`src/rtl/mastermind_board_if.sv`:
```
// Bus between the game core and the guess board: cell writes, score handshake,
// and the packed board/feedback views consumed by the renderer.
interface mastermind_board_if #(
  parameter int NUM_PEGS    = 4,
  parameter int COLOR_W     = 3,
  parameter int MAX_GUESSES = 6
);
  localparam int ROW_W = $clog2(MAX_GUESSES + 1);
  localparam int PEG_W = $clog2(NUM_PEGS);

  logic                                  wr_en;
  logic [ROW_W-1:0]                      guess_row;
  logic [PEG_W-1:0]                      index;
  logic [COLOR_W-1:0]                    color;
  logic                                  score_start;
  logic [NUM_PEGS*COLOR_W-1:0]           correct_answer;
  logic [MAX_GUESSES*NUM_PEGS*COLOR_W-1:0] matrix_flat;
  logic [MAX_GUESSES*NUM_PEGS*2-1:0]     feedback_flat;
  logic                                  score_busy;
  logic                                  score_done;
  logic                                  all_correct;
  logic [MAX_GUESSES-1:0]                scored_rows;

  modport master (
    output wr_en, guess_row, index, color, score_start, correct_answer,
    input  matrix_flat, feedback_flat, score_busy, score_done, all_correct, scored_rows
  );

  modport slave (
    input  wr_en, guess_row, index, color, score_start, correct_answer,
    output matrix_flat, feedback_flat, score_busy, score_done, all_correct, scored_rows
  );
endinterface

```
`src/rtl/mastermind_board.sv`:
```
// Guess-board store plus a sequential Wordle-style scorer: exact matches in one
// cycle, then one peg per cycle for present/absent with per-position consumption.
module mastermind_board #(
  parameter int NUM_PEGS    = 4,
  parameter int COLOR_W     = 3,
  parameter int MAX_GUESSES = 6
) (
  input logic               Clk,
  input logic               Reset,
  mastermind_board_if.slave bus
);
  localparam int ROW_W    = $clog2(MAX_GUESSES + 1);
  localparam int PEG_W    = $clog2(NUM_PEGS);
  localparam int ROW_BITS = NUM_PEGS * COLOR_W;
  localparam int FB_ROW   = NUM_PEGS * 2;
  localparam int MAT_BITS = MAX_GUESSES * ROW_BITS;
  localparam int FB_BITS  = MAX_GUESSES * FB_ROW;
  localparam int MAT_IW   = $clog2(MAT_BITS);
  localparam int FB_IW    = $clog2(FB_BITS);

  localparam logic [2:0] IDLE    = 3'd0;
  localparam logic [2:0] LOAD    = 3'd1;
  localparam logic [2:0] EXACT   = 3'd2;
  localparam logic [2:0] PARTIAL = 3'd3;
  localparam logic [2:0] WRITE   = 3'd4;

  logic [2:0]             state;
  logic [MAT_BITS-1:0]    matrix_q;
  logic [FB_BITS-1:0]     feedback_q;
  logic [MAX_GUESSES-1:0] scored_q;
  logic                   busy_q;
  logic                   done_q;
  logic                   all_correct_q;
  logic [ROW_W-1:0]       row_q;
  logic [PEG_W-1:0]       peg_q;
  logic [COLOR_W-1:0]     guess_q [NUM_PEGS];
  logic [COLOR_W-1:0]     ans_q   [NUM_PEGS];
  logic [1:0]             fb_q    [NUM_PEGS];
  logic [NUM_PEGS-1:0]    used_q;

  logic                   row_ok;
  logic [MAT_IW-1:0]      wr_base;
  logic [MAT_IW-1:0]      rd_base;
  logic [FB_IW-1:0]       fb_base;
  logic [ROW_BITS-1:0]    row_slice;
  logic [FB_ROW-1:0]      fb_packed;
  logic                   all_exact;
  logic                   hit;
  logic [PEG_W-1:0]       hit_idx;
  logic [COLOR_W-1:0]     cur_guess;

  always_comb begin
    row_ok    = bus.guess_row < ROW_W'(MAX_GUESSES);
    wr_base   = MAT_IW'(int'(bus.guess_row) * ROW_BITS + int'(bus.index) * COLOR_W);
    rd_base   = MAT_IW'(int'(row_q) * ROW_BITS);
    fb_base   = FB_IW'(int'(row_q) * FB_ROW);
    row_slice = matrix_q[rd_base +: ROW_BITS];
    fb_packed = '0;
    all_exact = 1'b1;
    for (int unsigned i = 0; i < NUM_PEGS; i++) begin
      fb_packed[i*2 +: 2] = fb_q[i];
      if (fb_q[i] != 2'b11) all_exact = 1'b0;
    end
  end

  // First unused answer position with the same colour claims the current peg.
  always_comb begin
    hit       = 1'b0;
    hit_idx   = '0;
    cur_guess = guess_q[peg_q];
    for (int unsigned j = 0; j < NUM_PEGS; j++) begin
      if (!hit && !used_q[j] && cur_guess != '0 && ans_q[j] == cur_guess) begin
        hit     = 1'b1;
        hit_idx = PEG_W'(j);
      end
    end
  end

  always_ff @(posedge Clk) begin
    if (Reset) begin
      state         <= IDLE;
      matrix_q      <= '0;
      feedback_q    <= '0;
      scored_q      <= '0;
      busy_q        <= 1'b0;
      done_q        <= 1'b0;
      all_correct_q <= 1'b0;
      row_q         <= '0;
      peg_q         <= '0;
      used_q        <= '0;
      for (int unsigned i = 0; i < NUM_PEGS; i++) begin
        guess_q[i] <= '0;
        ans_q[i]   <= '0;
        fb_q[i]    <= '0;
      end
    end else begin
      done_q        <= 1'b0;
      all_correct_q <= 1'b0;
      case (state)
        IDLE: begin
          if (bus.wr_en && row_ok) matrix_q[wr_base +: COLOR_W] <= bus.color;
          if (bus.score_start && row_ok) begin
            row_q  <= bus.guess_row;
            busy_q <= 1'b1;
            state  <= LOAD;
          end
        end
        LOAD: begin
          for (int unsigned i = 0; i < NUM_PEGS; i++) begin
            guess_q[i] <= row_slice[i*COLOR_W +: COLOR_W];
            ans_q[i]   <= bus.correct_answer[i*COLOR_W +: COLOR_W];
          end
          state <= EXACT;
        end
        EXACT: begin
          for (int unsigned i = 0; i < NUM_PEGS; i++) begin
            if (guess_q[i] != '0 && guess_q[i] == ans_q[i]) begin
              fb_q[i]   <= 2'b11;
              used_q[i] <= 1'b1;
            end else begin
              fb_q[i]   <= 2'b00;
              used_q[i] <= 1'b0;
            end
          end
          peg_q <= '0;
          state <= PARTIAL;
        end
        PARTIAL: begin
          if (fb_q[peg_q] != 2'b11) begin
            if (hit) begin
              fb_q[peg_q]     <= 2'b10;
              used_q[hit_idx] <= 1'b1;
            end else begin
              fb_q[peg_q] <= 2'b01;
            end
          end
          if (peg_q == PEG_W'(NUM_PEGS - 1)) state <= WRITE;
          else peg_q <= peg_q + 1'b1;
        end
        WRITE: begin
          feedback_q[fb_base +: FB_ROW] <= fb_packed;
          scored_q[row_q]               <= 1'b1;
          done_q                        <= 1'b1;
          all_correct_q                 <= all_exact;
          busy_q                        <= 1'b0;
          state                         <= IDLE;
        end
        default: state <= IDLE;
      endcase
    end
  end

  assign bus.matrix_flat   = matrix_q;
  assign bus.feedback_flat = feedback_q;
  assign bus.scored_rows   = scored_q;
  assign bus.score_busy    = busy_q;
  assign bus.score_done    = done_q;
  assign bus.all_correct   = all_correct_q;
endmodule

```
`src/flat_wrapper.sv`:
```
// flat-port wrapper written by rule: the top's interface ports become plain ports
module mastermind_board_flat 
#(
  parameter int NUM_PEGS    = 4,
  parameter int COLOR_W     = 3,
  parameter int MAX_GUESSES = 6
)
  (Clk, Reset, bus_wr_en, bus_guess_row, bus_index, bus_color, bus_score_start, bus_correct_answer, bus_matrix_flat, bus_feedback_flat, bus_score_busy, bus_score_done, bus_all_correct, bus_scored_rows);
  mastermind_board_if #(.NUM_PEGS(NUM_PEGS), .COLOR_W(COLOR_W), .MAX_GUESSES(MAX_GUESSES)) bus_i ();
  input logic Clk;
  input logic Reset;
  input wire logic [$bits(bus_i.wr_en)-1:0] bus_wr_en;
  input wire logic [$bits(bus_i.guess_row)-1:0] bus_guess_row;
  input wire logic [$bits(bus_i.index)-1:0] bus_index;
  input wire logic [$bits(bus_i.color)-1:0] bus_color;
  input wire logic [$bits(bus_i.score_start)-1:0] bus_score_start;
  input wire logic [$bits(bus_i.correct_answer)-1:0] bus_correct_answer;
  output wire logic [$bits(bus_i.matrix_flat)-1:0] bus_matrix_flat;
  output wire logic [$bits(bus_i.feedback_flat)-1:0] bus_feedback_flat;
  output wire logic [$bits(bus_i.score_busy)-1:0] bus_score_busy;
  output wire logic [$bits(bus_i.score_done)-1:0] bus_score_done;
  output wire logic [$bits(bus_i.all_correct)-1:0] bus_all_correct;
  output wire logic [$bits(bus_i.scored_rows)-1:0] bus_scored_rows;
  assign bus_i.wr_en = bus_wr_en;
  assign bus_i.guess_row = bus_guess_row;
  assign bus_i.index = bus_index;
  assign bus_i.color = bus_color;
  assign bus_i.score_start = bus_score_start;
  assign bus_i.correct_answer = bus_correct_answer;
  assign bus_matrix_flat = bus_i.matrix_flat;
  assign bus_feedback_flat = bus_i.feedback_flat;
  assign bus_score_busy = bus_i.score_busy;
  assign bus_score_done = bus_i.score_done;
  assign bus_all_correct = bus_i.all_correct;
  assign bus_scored_rows = bus_i.scored_rows;
  mastermind_board #(.NUM_PEGS(NUM_PEGS), .COLOR_W(COLOR_W), .MAX_GUESSES(MAX_GUESSES)) u_core (.Clk(Clk), .Reset(Reset), .bus(bus_i));
endmodule
```
`config.mk`:
```
export PLATFORM = sky130hd
export DESIGN_NAME = mastermind_board_flat
export DESIGN_NICKNAME = d
export VERILOG_FILES = /design/src/rtl/mastermind_board_if.sv /design/src/rtl/mastermind_board.sv /design/src/flat_wrapper.sv
export SDC_FILE = /design/constraint.sdc
export NUM_CORES = 1
export LEC_CHECK = 0
export ABC_AREA = 0
export CAP_MARGIN = 20
export CORE_UTILIZATION = 58
export DETAILED_ROUTE_END_ITERATION = 7
export PLACE_DENSITY = 0.92
export RECOVER_POWER = 100
export SYNTH_ARGS = -nofsm -noshare
export SYNTH_HDL_FRONTEND = slang
export SYNTH_SLANG_ARGS = --single-unit
```
`constraint.sdc`:
```
create_clock -name Clk -period 11 [get_ports Clk]
set_input_delay 3.3 -clock Clk [delete_from_list [all_inputs] [get_ports Clk]]
set_output_delay 3.3 -clock Clk [all_outputs]
set_load 0.02 [all_outputs]
```
==> results of run 1 <==
## layout make-up
| class | instances | area, um^2 |
|---|---|---|
| tap | 211 | 264 |
| clock inverter | 13 | 180 |
| clock buffer | 19 | 454 |
| sequential | 175 | 3820 |
| fill | 1117 | 3930 |
| multi-input combinational | 781 | 5000 |
| timing repair buffer | 165 | 1600 |
| inverter | 17 | 63.8 |
## worst max-delay path, delay by kind of cell
kind,cells,cell delay (ns)
buffers and inverters,2,4.37
multiplexers,1,0.33
AND/OR/NAND/NOR,3,1.08
## power by group through the flow
stage	clock network [W]	logic [W]	registers [W]
after floorplan	0	0.000184	0.000698
after global placement	0	0.000256	0.000711
after detailed placement	0	0.000259	0.000711
after CTS	0.000647	0.000262	0.000697
after global routing	0.000676	0.000284	0.000700
final	0.000650	0.000270	0.000699
## logic make-up after synthesis
logic type | Yosys count | synth area share
compound gates | 205 | 0.149
flops | 175 | 0.416
fa+ha+maj | 19 | 0.0275
mux | 100 | 0.120
xor+xnor | 32 | 0.0313
simple gates | 425 | 0.219
buf+inv | 86 | 0.0378
## metrics by stage
stage	power, W	util	hold WS [ns]	setup WS (ns)
after detailed placement	0.000970	0.704	0.448	2.69
final	0.00162	0.743	0.452	2.18
after CTS	0.00161	0.746	0.454	3.03
after global placement	0.000967	0.704	0.439	2.79
after floorplan	0.000881	-	0.490	4.30
after global routing	0.00166	0.743	0.474	1.86
## registers in the layout, summed over array words and instances (netlist names), named ones only
register	count
u_core.ans_q	12
u_core.bus.all_correct	1
u_core.bus.feedback_flat	48
u_core.bus.matrix_flat	72
u_core.bus.score_busy	1
u_core.bus.score_done	1
u_core.bus.scored_rows	6
u_core.fb_q	8
u_core.guess_q	12
u_core.peg_q	2
u_core.row_q	3
u_core.state	3
u_core.used_q	4
## cells in the final DEF (no fill, tap or decap), types with 8 or more instances in the layout
master           synthesis  routed
a211oi_1                11      11
a21oi_1                 63      63
a22oi_1                  8       8
a31oi_1                 17      17
and2_0                   0      15
and3_1                  12      12
buf_4                    1       8
clkbuf_16                0      18
clkdlybuf4s50_1          0      21
dfxtp_1                143     142
dlygate4sd3_1            0     130
edfxtp_1                32      32
ha_1                    17      17
inv_1                   15      15
mux2_2                  13      13
mux2i_1                 79      79
nand2_1                 98      98
nand2b_1                16      16
nand3_1                 47      48
nand4_1                 21      21
nor2_1                 131     131
nor2b_1                 13      13
nor3_1                  38      38
nor4_1                  10      11
o21ai_0                 33      33
o41ai_1                 13      13
xnor2_1                 12      12
xor2_1                  19      19
## worst max-delay path by stage
stage,depth (start not counted),to,startpoint,slack [ns]
after CTS,13,u_core.bus.matrix_flat[36],bus_index[0],3.03
final,6,u_core.bus.matrix_flat[36],Reset,2.18
after detailed placement,13,u_core.bus.matrix_flat[64],bus_index[0],2.69
after global routing,6,u_core.bus.matrix_flat[36],Reset,1.86
after global placement,13,u_core.bus.matrix_flat[52],bus_index[0],2.79
after floorplan,14,u_core.bus.matrix_flat[20],bus_index[0],4.30
## layer usage
layer | wire (um) | vias to the layer above | track usage | part of all wire
li1 | - | 4010 | - | -
met4 | 1640 | 0 | 0.201 | 0.053
met5 | 0 | - | 0 | 0
met1 | 11500 | 4308 | 0.473 | 0.37
met2 | 14300 | 651 | 0.606 | 0.46
met3 | 3590 | 143 | 0.101 | 0.12
==> flow_summary.html, run 1 <==
<table>
<tr><th>Metric</th><th>Value</th></tr>
<tr><th colspan="2">Place</th></tr>
<tr><td>Total placed instance area</td><td>10800 um^2</td></tr>
<tr><td>Total placed cells including tap cells</td><td>1346</td></tr>
<tr><td>Number of buffer cells added on primary ports</td><td>152</td></tr>
<tr><td>Final RePlAce weighted congestion</td><td>1.01</td></tr>
<tr><td>Half-perimeter wire length after detailed placement</td><td>21800 um</td></tr>
<tr><th colspan="2">STA</th></tr>
<tr><td>Number of hold violations in the final report</td><td>0</td></tr>
<tr><td>Slew at the pin closest to its max-slew limit</td><td>3.62 ns</td></tr>
<tr><td>Clock tree skew after final layout</td><td>0.00996 ns</td></tr>
<tr><td>Final clock period utilization by the worst path</td><td>0.802</td></tr>
<tr><td>Setup repair after global routing missed its margin</td><td>false</td></tr>
<tr><td>Clock period minus final worst setup slack</td><td>8.82 ns</td></tr>
<tr><td>Number of setup violations in the final report</td><td>0</td></tr>
<tr><td>Final setup TNS</td><td>0 ns</td></tr>
<tr><td>F_max</td><td>113 MHz</td></tr>
<tr><td>Worst slew margin relative to its limit</td><td>-1.41</td></tr>
<tr><td>Final Max Tran Viols</td><td>140</td></tr>
<tr><th colspan="2">Detailed routing</th></tr>
<tr><td>Iteration count of the initial detailed-routing pass</td><td>7</td></tr>
<tr><td>WL final</td><td>31100 um</td></tr>
<tr><td>Drt wl/cell</td><td>22.5 um</td></tr>
<tr><td>DRC viols</td><td>0</td></tr>
<tr><td>Via count of the routed design</td><td>9112</td></tr>
<tr><td>Routed Antenna Nets</td><td>0</td></tr>
<tr><td>Starting DRT DRC Count</td><td>1299</td></tr>
<tr><td>Via density per instance</td><td>6.60</td></tr>
<tr><th colspan="2">Outcome</th></tr>
<tr><td>Failing checks</td><td>capacitance limit, slew limit</td></tr>
<tr><td>Result of the run</td><td>finished, violations left</td></tr>
<tr><th colspan="2">Global route</th></tr>
<tr><td>Wire length of the first global-routing pass</td><td>47500 um</td></tr>
<tr><td>Largest net degree at the start of global routing</td><td>84</td></tr>
<tr><td>Via count of the first global-routing pass</td><td>8729</td></tr>
<tr><td>Number of antenna violations at the first check in global routing</td><td>0</td></tr>
<tr><td>Global router's overall resource usage</td><td>0.380</td></tr>
<tr><td>Overflow after GRT</td><td>0</td></tr>
<tr><th colspan="2">Synth</th></tr>
<tr><td>Total nets after synthesis</td><td>1085</td></tr>
<tr><td>Cell area after synthesis</td><td>9200 um^2</td></tr>
<tr><td>Yosys cell types</td><td>71</td></tr>
<tr><td>Top post-synthesis cells by area</td><td>dfxtp_1 (31%), edfxtp_1 (10%), mux2i_1 (8.6%)</td></tr>
<tr><td>Total of flip-flops plus latches after synthesis</td><td>175</td></tr>
<tr><td>Fraction of synthesized cell area taken by the top area cell type</td><td>0.311</td></tr>
<tr><td>Library cell with the largest summed area after synthesis</td><td>dfxtp_1</td></tr>
<tr><td>Post-synthesis average cell area</td><td>8.83 um^2</td></tr>
<tr><td>Fraction of registers with async set or reset after synthesis</td><td>0</td></tr>
<tr><td>Top FF cell, synth</td><td>dfxtp_1</td></tr>
<tr><td>Part of the Yosys area used for sequential elements</td><td>0.416</td></tr>
<tr><td>Post-synth EDFFs</td><td>32</td></tr>
<tr><td>Library cell with the highest instance count after synthesis</td><td>dfxtp_1</td></tr>
<tr><td>Count of mapped cells out of synthesis</td><td>1042</td></tr>
<tr><td>Synth warnings</td><td>0</td></tr>
<tr><td>Most frequent cells after synthesis</td><td>dfxtp_1 (143), nor2_1 (131), nand2_1 (98)</td></tr>
<tr><th colspan="2">Pwr</th></tr>
<tr><td>Maximum resistive drop on vdd</td><td>0.136 mV</td></tr>
<tr><td>Internal power</td><td>0.00112 W</td></tr>
<tr><td>Static leakage</td><td>4.61 nW</td></tr>
<tr><td>Power share of the sequential group</td><td>0.432</td></tr>
<tr><td>Switching fraction of total power</td><td>0.306</td></tr>
<tr><td>Power dissipated by switching net loads</td><td>0.000496 W</td></tr>
<tr><td>Part of the total power dissipated in combinational logic</td><td>0.167</td></tr>
<tr><td>Power density over the cells</td><td>142 nW/um^2</td></tr>
<tr><td>Clock share of power</td><td>0.401</td></tr>
<tr><th colspan="2">Worst setup path</th></tr>
<tr><td>End of the worst register-to-register path</td><td>u_core.bus.matrix_flat[36]</td></tr>
<tr><td>Endpoint class of the critical path</td><td>register</td></tr>
<tr><td>Origin of the critical flop-to-flop path</td><td>u_core.state[0]</td></tr>
<tr><td>CP max stage delay</td><td>2.65 ns</td></tr>
<tr><td>Worst-path fanout max</td><td>83</td></tr>
<tr><td>Element type at the critical path start</td><td>primary input</td></tr>
<tr><td>Slowest stage cell on the critical path</td><td>clkbuf_1</td></tr>
<tr><td>Worst endpoint required time</td><td>11.32 ns</td></tr>
<tr><td>Worst R2R Setup Slack</td><td>7.39 ns</td></tr>
<tr><td>Path depth of the worst reg2reg path</td><td>5</td></tr>
<tr><td>Crit-path cells</td><td>clkbuf_1 -&gt; clkbuf_1 -&gt; nor2_1 -&gt; nand2_1 -&gt; nor2_1 -&gt; mux2_2</td></tr>
<tr><td>Setup Crit Path Kind</td><td>in -&gt; reg</td></tr>
<tr><td>CP arrival</td><td>9.14 ns</td></tr>
<tr><th colspan="2">Finish</th></tr>
<tr><td>Count of non-filler cells in the finished layout</td><td>1381</td></tr>
<tr><td>Area added between synthesis and finish</td><td>23.8%</td></tr>
<tr><td>Share of post-route cells with drive strength above 1</td><td>0.0632</td></tr>
<tr><td>Fin area</td><td>11400 um^2</td></tr>
<tr><td>Count of inserted antenna diode cells</td><td>0</td></tr>
<tr><td>Final net count</td><td>1200</td></tr>
<tr><th colspan="2">Clock network</th></tr>
<tr><td>Clk slew on worst S/H paths</td><td>0.07 ns</td></tr>
<tr><td>CTS HTree Levels</td><td>4</td></tr>
<tr><td>Number of setup buffers added after CTS</td><td>0</td></tr>
<tr><td>Sinks on Clock Net</td><td>175</td></tr>
<tr><td>Clk Tree Root Cell</td><td>clkbuf_16</td></tr>
<tr><td>CTS tree</td><td>done</td></tr>
<tr><td>Latest clock arrival within the worst-skew pair</td><td>0.44 ns</td></tr>
<tr><td>Resized Gates After CTS</td><td>0</td></tr>
<tr><td>Maximum buffer depth of the clock tree</td><td>2</td></tr>
<tr><td>Clock buffer count from CTS</td><td>17</td></tr>
<tr><td>CTS Hold Buffers Added</td><td>0</td></tr>
<tr><th colspan="2">Hold path</th></tr>
<tr><td>Worst hold path depth</td><td>2</td></tr>
<tr><td>Hold Startpoint</td><td>u_core.bus.feedback_flat[8]</td></tr>
<tr><td>Path type of the worst min-delay path</td><td>reg -&gt; reg</td></tr>
<tr><td>Hold EP</td><td>u_core.bus.feedback_flat[8]</td></tr>
<tr><th colspan="2">Floorplan</th></tr>
<tr><td>Die width</td><td>128 um</td></tr>
<tr><td>Num ports</td><td>153</td></tr>
<tr><td>Die ar.</td><td>16400 um^2</td></tr>
<tr><td>Die H</td><td>128 um</td></tr>
<tr><td>Cell row count</td><td>45</td></tr>
<tr><td>Core Footprint</td><td>15300 um^2</td></tr>
<tr><td>Starting Density</td><td>0.600</td></tr>
<tr><th colspan="2">Flow run</th></tr>
<tr><td>Number of max-cap violations</td><td>3</td></tr>
</table>
No activity file was read; power rests on OpenSTA's default activity.
==> run 2: changes to the inputs <==
Settings changed: CORE_UTILIZATION 58 to 54, PLACE_DENSITY 0.92 to 0.87.
Clock period 11 ns to 9.15 ns, I/O delays scaled along.
==> run 2 against run 1 <==
Against the previous run:
- the run still ends with capacitance limit, slew limit left
- sequential power rose by 20%
- sequential cell count did not move
- register-to-register slack got worse by 1.8 ns
- critical path depth rose by 9
- hold slack barely moved
- clock power rose by 13%
- design area rose by 0.14%
- die area rose by 7.3%
- first-iteration DRC count fell by 21%
- via count fell by 2.5%
- power rose by 18%
- critical path type unchanged
- critical endpoint is now u_core.bus.matrix_flat[21]
- largest cell class unchanged
- highest routed layer unchanged
==> flow_summary.html, run 2 (same netlist as run 1, synthesis figures left out) <==
<table>
<tr><th>Metric</th><th>Value</th></tr>
<tr><th colspan="2">Hold path</th></tr>
<tr><td>Hold Startpoint</td><td>u_core.bus.feedback_flat[40]</td></tr>
<tr><td>Path type of the worst min-delay path</td><td>reg -&gt; reg</td></tr>
<tr><th colspan="2">Finish</th></tr>
<tr><td>Max FFs per register</td><td>72 (unchanged)</td></tr>
<tr><td>Fin area</td><td>11400 um^2 (+0.14%)</td></tr>
<tr><td>Share of post-route cells with drive strength above 1</td><td>0.0673 (+0.00404)</td></tr>
<tr><td>Count of inserted antenna diode cells</td><td>0 (unchanged)</td></tr>
<tr><td>Final net count</td><td>1204 (+0.33%)</td></tr>
<tr><td>Commonest non-fill, non-tap cells in the layout</td><td>dfxtp_1 (142), nor2_1 (131), dlygate4sd3_1 (129)</td></tr>
<tr><td>Number of filler instances in the final layout</td><td>1298 (+16%)</td></tr>
<tr><td>Most common cell after layout, fill and taps aside</td><td>dfxtp_1</td></tr>
<tr><td>Area added between synthesis and finish</td><td>23.9%</td></tr>
<tr><th colspan="2">STA</th></tr>
<tr><td>Final setup TNS</td><td>0 ns (unchanged)</td></tr>
<tr><td>Final clock period utilization by the worst path</td><td>0.865</td></tr>
<tr><td>F_max</td><td>126 MHz</td></tr>
<tr><td>Number of setup violations in the final report</td><td>0 (unchanged)</td></tr>
<tr><td>Worst slack on hold paths</td><td>0.452 ns (-0.000286 ns)</td></tr>
<tr><td>Setup repair after global routing missed its margin</td><td>false</td></tr>
<tr><td>Clock tree skew after final layout</td><td>0.0111 ns (+0.00114 ns)</td></tr>
<tr><td>Worst slew margin relative to its limit</td><td>-1.95 (-0.537)</td></tr>
<tr><td>Number of hold violations in the final report</td><td>0 (unchanged)</td></tr>
<tr><td>Clock period minus final worst setup slack</td><td>7.91 ns</td></tr>
<tr><td>Final Max Tran Viols</td><td>102 (-27%)</td></tr>
<tr><td>Worst Slack Setup Final</td><td>1.24 ns (-0.944 ns)</td></tr>
<tr><td>Slew at the pin closest to its max-slew limit</td><td>4.42 ns (+0.806 ns)</td></tr>
<tr><th colspan="2">Place</th></tr>
<tr><td>Half-perimeter wire length after detailed placement</td><td>20600 um (-5.7%)</td></tr>
<tr><td>Total placed instance area</td><td>10800 um^2 (+0.38%)</td></tr>
<tr><td>Number of buffer cells added on primary ports</td><td>152 (unchanged)</td></tr>
<tr><td>Final RePlAce weighted congestion</td><td>1.05 (+4.7%)</td></tr>
<tr><td>Post-placement setup slack</td><td>1.74 ns (-0.947 ns)</td></tr>
<tr><th colspan="2">Outcome</th></tr>
<tr><td>Result of the run</td><td>finished, violations left</td></tr>
<tr><td>Failing checks</td><td>capacitance limit, slew limit</td></tr>
<tr><th colspan="2">Clock network</th></tr>
<tr><td>CTS tree</td><td>done</td></tr>
<tr><td>Clk slew on worst S/H paths</td><td>0.07 ns (about the same)</td></tr>
<tr><td>Number of setup buffers added after CTS</td><td>0 (unchanged)</td></tr>
<tr><td>Latest clock arrival within the worst-skew pair</td><td>0.43 ns (about the same)</td></tr>
<tr><td>Clock buffer count from CTS</td><td>17 (unchanged)</td></tr>
<tr><td>CTS Hold Buffers Added</td><td>0 (unchanged)</td></tr>
<tr><td>Clk Tree Root Cell</td><td>clkbuf_16</td></tr>
<tr><td>CTS HTree Levels</td><td>4 (unchanged)</td></tr>
<tr><td>Maximum buffer depth of the clock tree</td><td>2 (unchanged)</td></tr>
<tr><td>Resized Gates After CTS</td><td>0 (unchanged)</td></tr>
<tr><td>Sinks on Clock Net</td><td>175 (unchanged)</td></tr>
<tr><th colspan="2">Detailed routing</th></tr>
<tr><td>Routed Antenna Nets</td><td>0 (unchanged)</td></tr>
<tr><td>Via density per instance</td><td>6.37 (-3.4%)</td></tr>
<tr><td>Drt wl/cell</td><td>21.0 um (-6.6%)</td></tr>
<tr><td>Via count of the routed design</td><td>8881 (-2.5%)</td></tr>
<tr><td>WL final</td><td>29300 um (-5.7%)</td></tr>
<tr><td>Starting DRT DRC Count</td><td>1032 (-21%)</td></tr>
<tr><td>Iteration count of the initial detailed-routing pass</td><td>6 (-1)</td></tr>
<tr><td>DRC viols</td><td>0 (unchanged)</td></tr>
<tr><th colspan="2">Worst setup path</th></tr>
<tr><td>Setup Crit Path Kind</td><td>in -&gt; reg</td></tr>
<tr><td>Endpoint class of the critical path</td><td>register</td></tr>
<tr><td>Worst endpoint required time</td><td>9.27 ns (-2.05 ns)</td></tr>
<tr><td>CP arrival</td><td>8.03 ns (-1.11 ns)</td></tr>
<tr><td>Start point of the critical path</td><td>bus_index[0]</td></tr>
<tr><td>CP max stage delay</td><td>0.77 ns (-1.88 ns)</td></tr>
<tr><td>Origin of the critical flop-to-flop path</td><td>u_core.state[0]</td></tr>
<tr><td>Crit-path leading delay family</td><td>buffers and inverters</td></tr>
<tr><td>Crit-path cells</td><td>clkdlybuf4s50_1 -&gt; clkbuf_1 -&gt; clkinv_1 -&gt; ha_1 -&gt; ha_1 -&gt; inv_1 -&gt; fa_1 -&gt; nor2b_1 -&gt; nand3_1 -&gt; nor4_2 -&gt; clkbuf_1 -&gt; o31ai_2 -&gt; o221ai_1 -&gt; nor2b_1 -&gt; nor3_1</td></tr>
<tr><td>Element type at the critical path start</td><td>primary input</td></tr>
<tr><td>Worst-path fanout max</td><td>21 (-75%)</td></tr>
<tr><td>Slowest stage cell on the critical path</td><td>o31ai_2</td></tr>
<tr><td>Worst Path Buf+Inv</td><td>5 (+3)</td></tr>
<tr><th colspan="2">Floorplan</th></tr>
<tr><td>Die width</td><td>133 um (+3.6%)</td></tr>
<tr><td>Cell row count</td><td>47 (+4.4%)</td></tr>
<tr><td>Core Footprint</td><td>16600 um^2 (+8.3%)</td></tr>
<tr><td>Num ports</td><td>153 (unchanged)</td></tr>
<tr><td>Die ar.</td><td>17600 um^2 (+7.3%)</td></tr>
<tr><td>Die H</td><td>133 um (+3.6%)</td></tr>
<tr><td>Starting Density</td><td>0.555 (-0.0459)</td></tr>
<tr><th colspan="2">Global route</th></tr>
<tr><td>Global router's overall resource usage</td><td>0.331 (-0.0491)</td></tr>
<tr><td>Number of antenna violations at the first check in global routing</td><td>0 (unchanged)</td></tr>
<tr><td>Overflow after GRT</td><td>0 (unchanged)</td></tr>
<tr><td>Via count of the first global-routing pass</td><td>8293 (-5.0%)</td></tr>
<tr><td>Largest net degree at the start of global routing</td><td>102 (+21%)</td></tr>
<tr><td>Wire length of the first global-routing pass</td><td>45200 um (-4.8%)</td></tr>
<tr><th colspan="2">Pwr</th></tr>
<tr><td>Maximum resistive drop on vdd</td><td>0.155 mV (+14%)</td></tr>
<tr><td>Static leakage</td><td>4.63 nW (+0.36%)</td></tr>
<tr><td>Power density over the cells</td><td>168 nW/um^2 (+18%)</td></tr>
<tr><td>Post-route total power</td><td>0.00191 W (+18%)</td></tr>
<tr><th colspan="2">Flow run</th></tr>
<tr><td>Number of max-cap violations</td><td>1 (-2)</td></tr>
</table>
run 2: cell count changes in the layout (fill, tap and decap cells not counted), sizes merged:
cell,before,now
inv,17,24
clkinvlp,4,0
buf,8,11
bufinv,3,1
clkdlybuf4s50,21,22
dlygate4sd3,130,129
run 2: worst min-delay path: stages, from the launching register on:
cell	delay, ns
dfxtp_1	0.31
nand2_1	0.05
a21oi_1	0.05
run 2: metal layers:
| metal | vias up | wire length, um | global-route usage |
|---|---|---|---|
| met5 | - | 0 | 0 |
| met2 | 533 | 13700 | 0.535 |
| li1 | 4025 | - | - |
| met4 | 0 | 1320 | 0.162 |
| met3 | 131 | 2830 | 0.0716 |
| met1 | 4192 | 11500 | 0.420 |
run 2: report_power, final:
| group | internal [W] | total (W) | switching (W) |
|---|---|---|---|
| sequential | 0.000806 | 0.000838 | 0.0000328 |
| combinational | 0.0000973 | 0.000335 | 0.000238 |
| clock | 0.000391 | 0.000736 | 0.000345 |
run 2: worst paths after layout:
path                                                      to  slack [ns]  cells past startpoint
worst max register to register    u_core.bus.matrix_flat[26]        5.57                      8
worst max-delay path              u_core.bus.matrix_flat[21]        1.24                     15
worst min-delay path            u_core.bus.feedback_flat[40]        0.45                      2
worst min register to register  u_core.bus.feedback_flat[40]        0.45                      2
run 2: cell type report:
cell class / count / area (um^2) / area share
repair buffers: 169 / 1620 / 0.142
inverters: 17 / 63.8 / 0.00560
flip-flops and latches: 175 / 3820 / 0.336
well taps: 220 / 275 / 0.0242
multi-input cells: 781 / 5020 / 0.440
clock buffers: 18 / 429 / 0.0377
clock inverters: 14 / 166 / 0.0146
run 2: through the flow:
step                 util  instances
finish              0.687       1394
floorplan               -       1042
global route        0.687       1394
global placement    0.652       1358
detailed placement  0.653       1360
CTS                 0.689       1392
==> run 3: changes to the inputs <==
Settings changed: ABC_CLOCK_PERIOD_IN_PS from default to 9150, CORE_UTILIZATION 54 to 33, PLACE_DENSITY 0.87 to 0.6.
==> run 3 against run 2 <==
Against the previous run:
- count of clock-buffer cells in the layout is 1 lower
- largest cell class unchanged
- hold slack better by 0.0047 ns
- clock skew is 0.0056 ns higher
- clock power hardly changed
- the run still ends with capacitance limit, slew limit left
- wire length is 5.3% higher
- final cell count is 11% higher
- utilization is 26 points lower
- design area is 1.7% higher
- global-route usage is 11 points lower
- register-to-register slack better by 0.11 ns
- die area is 63% higher
- critical path depth is 1 lower
==> flow_summary.html, run 3 (same netlist as run 1, synthesis figures left out) <==
<table>
<tr><th>Metric</th><th>Value</th></tr>
<tr><th colspan="2">Worst setup path</th></tr>
<tr><td>Critical Path End</td><td>u_core.bus.matrix_flat[4]</td></tr>
<tr><td>Setup Crit Path Kind</td><td>in -&gt; reg</td></tr>
<tr><td>Cell count along the critical path</td><td>14 (-1)</td></tr>
<tr><td>Endpoint class of the critical path</td><td>register</td></tr>
<tr><td>Slowest stage cell on the critical path</td><td>nor4_1</td></tr>
<tr><td>Crit-path leading delay family</td><td>simple AND/OR/NAND/NOR gates</td></tr>
<tr><td>CP arrival</td><td>7.96 ns (-0.07 ns)</td></tr>
<tr><td>CP max stage delay</td><td>1.13 ns (+0.36 ns)</td></tr>
<tr><td>End of the worst register-to-register path</td><td>u_core.bus.matrix_flat[68]</td></tr>
<tr><td>Worst endpoint required time</td><td>9.28 ns (about the same)</td></tr>
<tr><td>Element type at the critical path start</td><td>primary input</td></tr>
<tr><td>Worst R2R Setup Slack</td><td>5.68 ns (+0.11 ns)</td></tr>
<tr><td>Crit-path cells</td><td>clkdlybuf4s50_1 -&gt; clkbuf_1 -&gt; clkinv_1 -&gt; ha_1 -&gt; ha_1 -&gt; inv_1 -&gt; fa_1 -&gt; nor2b_1 -&gt; nand3_1 -&gt; nor4_1 -&gt; nor2_1 -&gt; nand4_1 -&gt; mux2i_1 -&gt; nor2_1</td></tr>
<tr><td>Origin of the critical flop-to-flop path</td><td>u_core.state[0]</td></tr>
<tr><td>Worst-path fanout max</td><td>21 (unchanged)</td></tr>
<tr><td>Worst Path Buf+Inv</td><td>4 (-1)</td></tr>
<tr><td>Path depth of the worst reg2reg path</td><td>6 (-2)</td></tr>
<tr><td>Start point of the critical path</td><td>bus_index[0]</td></tr>
<tr><th colspan="2">Clock network</th></tr>
<tr><td>Clk Tree Root Cell</td><td>clkbuf_16</td></tr>
<tr><td>Number of setup buffers added after CTS</td><td>0 (unchanged)</td></tr>
<tr><td>CTS HTree Levels</td><td>4 (unchanged)</td></tr>
<tr><td>Resized Gates After CTS</td><td>0 (unchanged)</td></tr>
<tr><td>Latest clock arrival within the worst-skew pair</td><td>0.44 ns (about the same)</td></tr>
<tr><td>Clk slew on worst S/H paths</td><td>0.08 ns (about the same)</td></tr>
<tr><td>Maximum buffer depth of the clock tree</td><td>2 (unchanged)</td></tr>
<tr><td>Clock buffer count from CTS</td><td>17 (unchanged)</td></tr>
<tr><td>Sinks on Clock Net</td><td>175 (unchanged)</td></tr>
<tr><td>CTS Hold Buffers Added</td><td>0 (unchanged)</td></tr>
<tr><td>CTS tree</td><td>done</td></tr>
<tr><th colspan="2">Detailed routing</th></tr>
<tr><td>DRC viols</td><td>0 (unchanged)</td></tr>
<tr><td>Via count of the routed design</td><td>8433 (-5.0%)</td></tr>
<tr><td>WL final</td><td>30900 um (+5.3%)</td></tr>
<tr><td>Routed Antenna Nets</td><td>0 (unchanged)</td></tr>
<tr><td>Drt wl/cell</td><td>20.0 um (-4.9%)</td></tr>
<tr><td>Starting DRT DRC Count</td><td>729 (-29%)</td></tr>
<tr><td>Via density per instance</td><td>5.46 (-14%)</td></tr>
<tr><td>Iteration count of the initial detailed-routing pass</td><td>6 (unchanged)</td></tr>
<tr><th colspan="2">STA</th></tr>
<tr><td>Final Max Tran Viols</td><td>105 (+2.9%)</td></tr>
<tr><td>Worst Slack Setup Final</td><td>1.32 ns (+0.0859 ns)</td></tr>
<tr><td>Clock tree skew after final layout</td><td>0.0167 ns (+0.00562 ns)</td></tr>
<tr><td>Clock period minus final worst setup slack</td><td>7.83 ns (-0.0859 ns)</td></tr>
<tr><td>Slew at the pin closest to its max-slew limit</td><td>4.59 ns (+0.164 ns)</td></tr>
<tr><td>F_max</td><td>128 MHz (+1.1%)</td></tr>
<tr><td>Setup repair after global routing missed its margin</td><td>false</td></tr>
<tr><td>Final clock period utilization by the worst path</td><td>0.856 (-0.00939)</td></tr>
<tr><td>Number of hold violations in the final report</td><td>0 (unchanged)</td></tr>
<tr><td>Final setup TNS</td><td>0 ns (unchanged)</td></tr>
<tr><td>Worst slew margin relative to its limit</td><td>-2.06 (-0.110)</td></tr>
<tr><td>Number of setup violations in the final report</td><td>0 (unchanged)</td></tr>
<tr><th colspan="2">Global route</th></tr>
<tr><td>Overflow after GRT</td><td>0 (unchanged)</td></tr>
<tr><td>Via count of the first global-routing pass</td><td>7860 (-5.2%)</td></tr>
<tr><td>Global router's overall resource usage</td><td>0.217 (-0.114)</td></tr>
<tr><td>Largest net degree at the start of global routing</td><td>105 (+2.9%)</td></tr>
<tr><td>Number of antenna violations at the first check in global routing</td><td>0 (unchanged)</td></tr>
<tr><td>Wire length of the first global-routing pass</td><td>47000 um (+4.0%)</td></tr>
<tr><th colspan="2">Hold path</th></tr>
<tr><td>Path type of the worst min-delay path</td><td>reg -&gt; reg</td></tr>
<tr><th colspan="2">Place</th></tr>
<tr><td>Post-placement setup slack</td><td>1.74 ns (-0.000120 ns)</td></tr>
<tr><td>Half-perimeter wire length after detailed placement</td><td>22800 um (+11%)</td></tr>
<tr><td>Final RePlAce weighted congestion</td><td>0.989 (-6.3%)</td></tr>
<tr><td>Number of buffer cells added on primary ports</td><td>152 (unchanged)</td></tr>
<tr><th colspan="2">Finish</th></tr>
<tr><td>Area added between synthesis and finish</td><td>26.0%</td></tr>
<tr><td>Commonest non-fill, non-tap cells in the layout</td><td>dfxtp_1 (142), nor2_1 (131), dlygate4sd3_1 (129)</td></tr>
<tr><td>Final net count</td><td>1202 (-0.17%)</td></tr>
<tr><td>Max FFs per register</td><td>72 (unchanged)</td></tr>
<tr><td>Count of inserted antenna diode cells</td><td>0 (unchanged)</td></tr>
<tr><td>Number of filler instances in the final layout</td><td>2712 (+110%)</td></tr>
<tr><td>Most common cell after layout, fill and taps aside</td><td>dfxtp_1</td></tr>
<tr><td>Share of post-route cells with drive strength above 1</td><td>0.0674 (+0.000115)</td></tr>
<tr><th colspan="2">Outcome</th></tr>
<tr><td>Failing checks</td><td>capacitance limit, slew limit</td></tr>
<tr><td>Result of the run</td><td>finished, violations left</td></tr>
<tr><th colspan="2">Pwr</th></tr>
<tr><td>Power density over the cells</td><td>164 nW/um^2 (-1.8%)</td></tr>
<tr><td>Power dissipated by switching net loads</td><td>0.000632 W (+2.6%)</td></tr>
<tr><td>Maximum resistive drop on vdd</td><td>0.134 mV (-14%)</td></tr>
<tr><td>Power share of the sequential group</td><td>0.440 (about the same)</td></tr>
<tr><td>Static leakage</td><td>4.63 nW (about the same)</td></tr>
<tr><td>Switching fraction of total power</td><td>0.331 (+0.00885)</td></tr>
<tr><td>Part of the total power dissipated in combinational logic</td><td>0.172 (-0.003)</td></tr>
<tr><td>Clock share of power</td><td>0.388 (+0.003)</td></tr>
<tr><td>Internal power</td><td>0.00127 W (-1.5%)</td></tr>
<tr><th colspan="2">Floorplan</th></tr>
<tr><td>Core Footprint</td><td>27200 um^2 (+64%)</td></tr>
<tr><td>Die ar.</td><td>28500 um^2 (+63%)</td></tr>
<tr><td>Cell row count</td><td>60 (+28%)</td></tr>
<tr><td>Die H</td><td>169 um (+27%)</td></tr>
<tr><td>Starting Density</td><td>0.338 (-0.216)</td></tr>
<tr><td>Num ports</td><td>153 (unchanged)</td></tr>
<tr><td>Die width</td><td>169 um (+27%)</td></tr>
<tr><th colspan="2">Flow run</th></tr>
<tr><td>Number of max-cap violations</td><td>1 (unchanged)</td></tr>
</table>
-- run 3: per-layer routing --
layer,track usage,vias up,share of wire
li1,-,4022,-
met1,0.287,4043,0.43
met2,0.363,326,0.49
met3,0.0339,42,0.059
met4,0.0656,0,0.021
met5,0,-,0
-- run 3: area by class of cell --
class                   count  area [um^2]  area share
multi-input cells         781         5020       0.433
clock inverters            15          186      0.0161
flip-flops and latches    175         3820       0.330
inverters                  17         63.8     0.00551
clock buffers              17          425      0.0367
well taps                 372          465      0.0402
repair buffers            167         1610       0.138
-- run 3: worst register-to-register path, stage by stage (launching register included) --
cell and delay, ns:
dfxtp_1 0.49, nor3_1 0.63, and3b_1 0.57, nand4_1 0.57, nor3_1 0.61, mux2i_1 0.26, nor2_1 0.05
-- run 3: worst min-delay path by stage --
stage | startpoint | to | slack (ns) | cells after the start
6_report | u_core.bus.score_busy | u_core.bus.score_busy | 0.46 | 2
2_1_floorplan | u_core.used_q[2] | u_core.used_q[2] | 0.49 | 2
3_3_place_gp | u_core.bus.score_busy | u_core.bus.score_busy | 0.45 | 2
5_1_grt | u_core.bus.feedback_flat[44] | u_core.bus.feedback_flat[44] | 0.47 | 2
4_1_cts | u_core.bus.score_busy | u_core.bus.score_busy | 0.46 | 2
3_5_place_dp | u_core.bus.score_busy | u_core.bus.score_busy | 0.45 | 2
-- run 3: stage by stage --
step | area [um^2] | hold slack, ns | utilization | cells | power, W
final | 11600 | 0.456 | 0.427 | 1544 | 0.00191
after CTS | 11600 | 0.462 | 0.427 | 1542 | 0.00191
after global routing | 11600 | 0.474 | 0.427 | 1544 | 0.00198
after global placement | 11000 | 0.445 | 0.405 | 1510 | 0.00118
after detailed placement | 11000 | 0.451 | 0.405 | 1510 | 0.00118
after floorplan | 9200 | 0.490 | - | 1042 | 0.00106
-- run 3: power by group through the flow --
stage	combinational [W]	clock (W)	sequential [W]
6_report	0.000328	0.000739	0.000839
4_1_cts	0.000325	0.000749	0.000839
5_1_grt	0.000351	0.000784	0.000842
3_5_place_dp	0.000324	0	0.000856
2_1_floorplan	0.000221	0	0.000839
3_3_place_gp	0.000324	0	0.000856
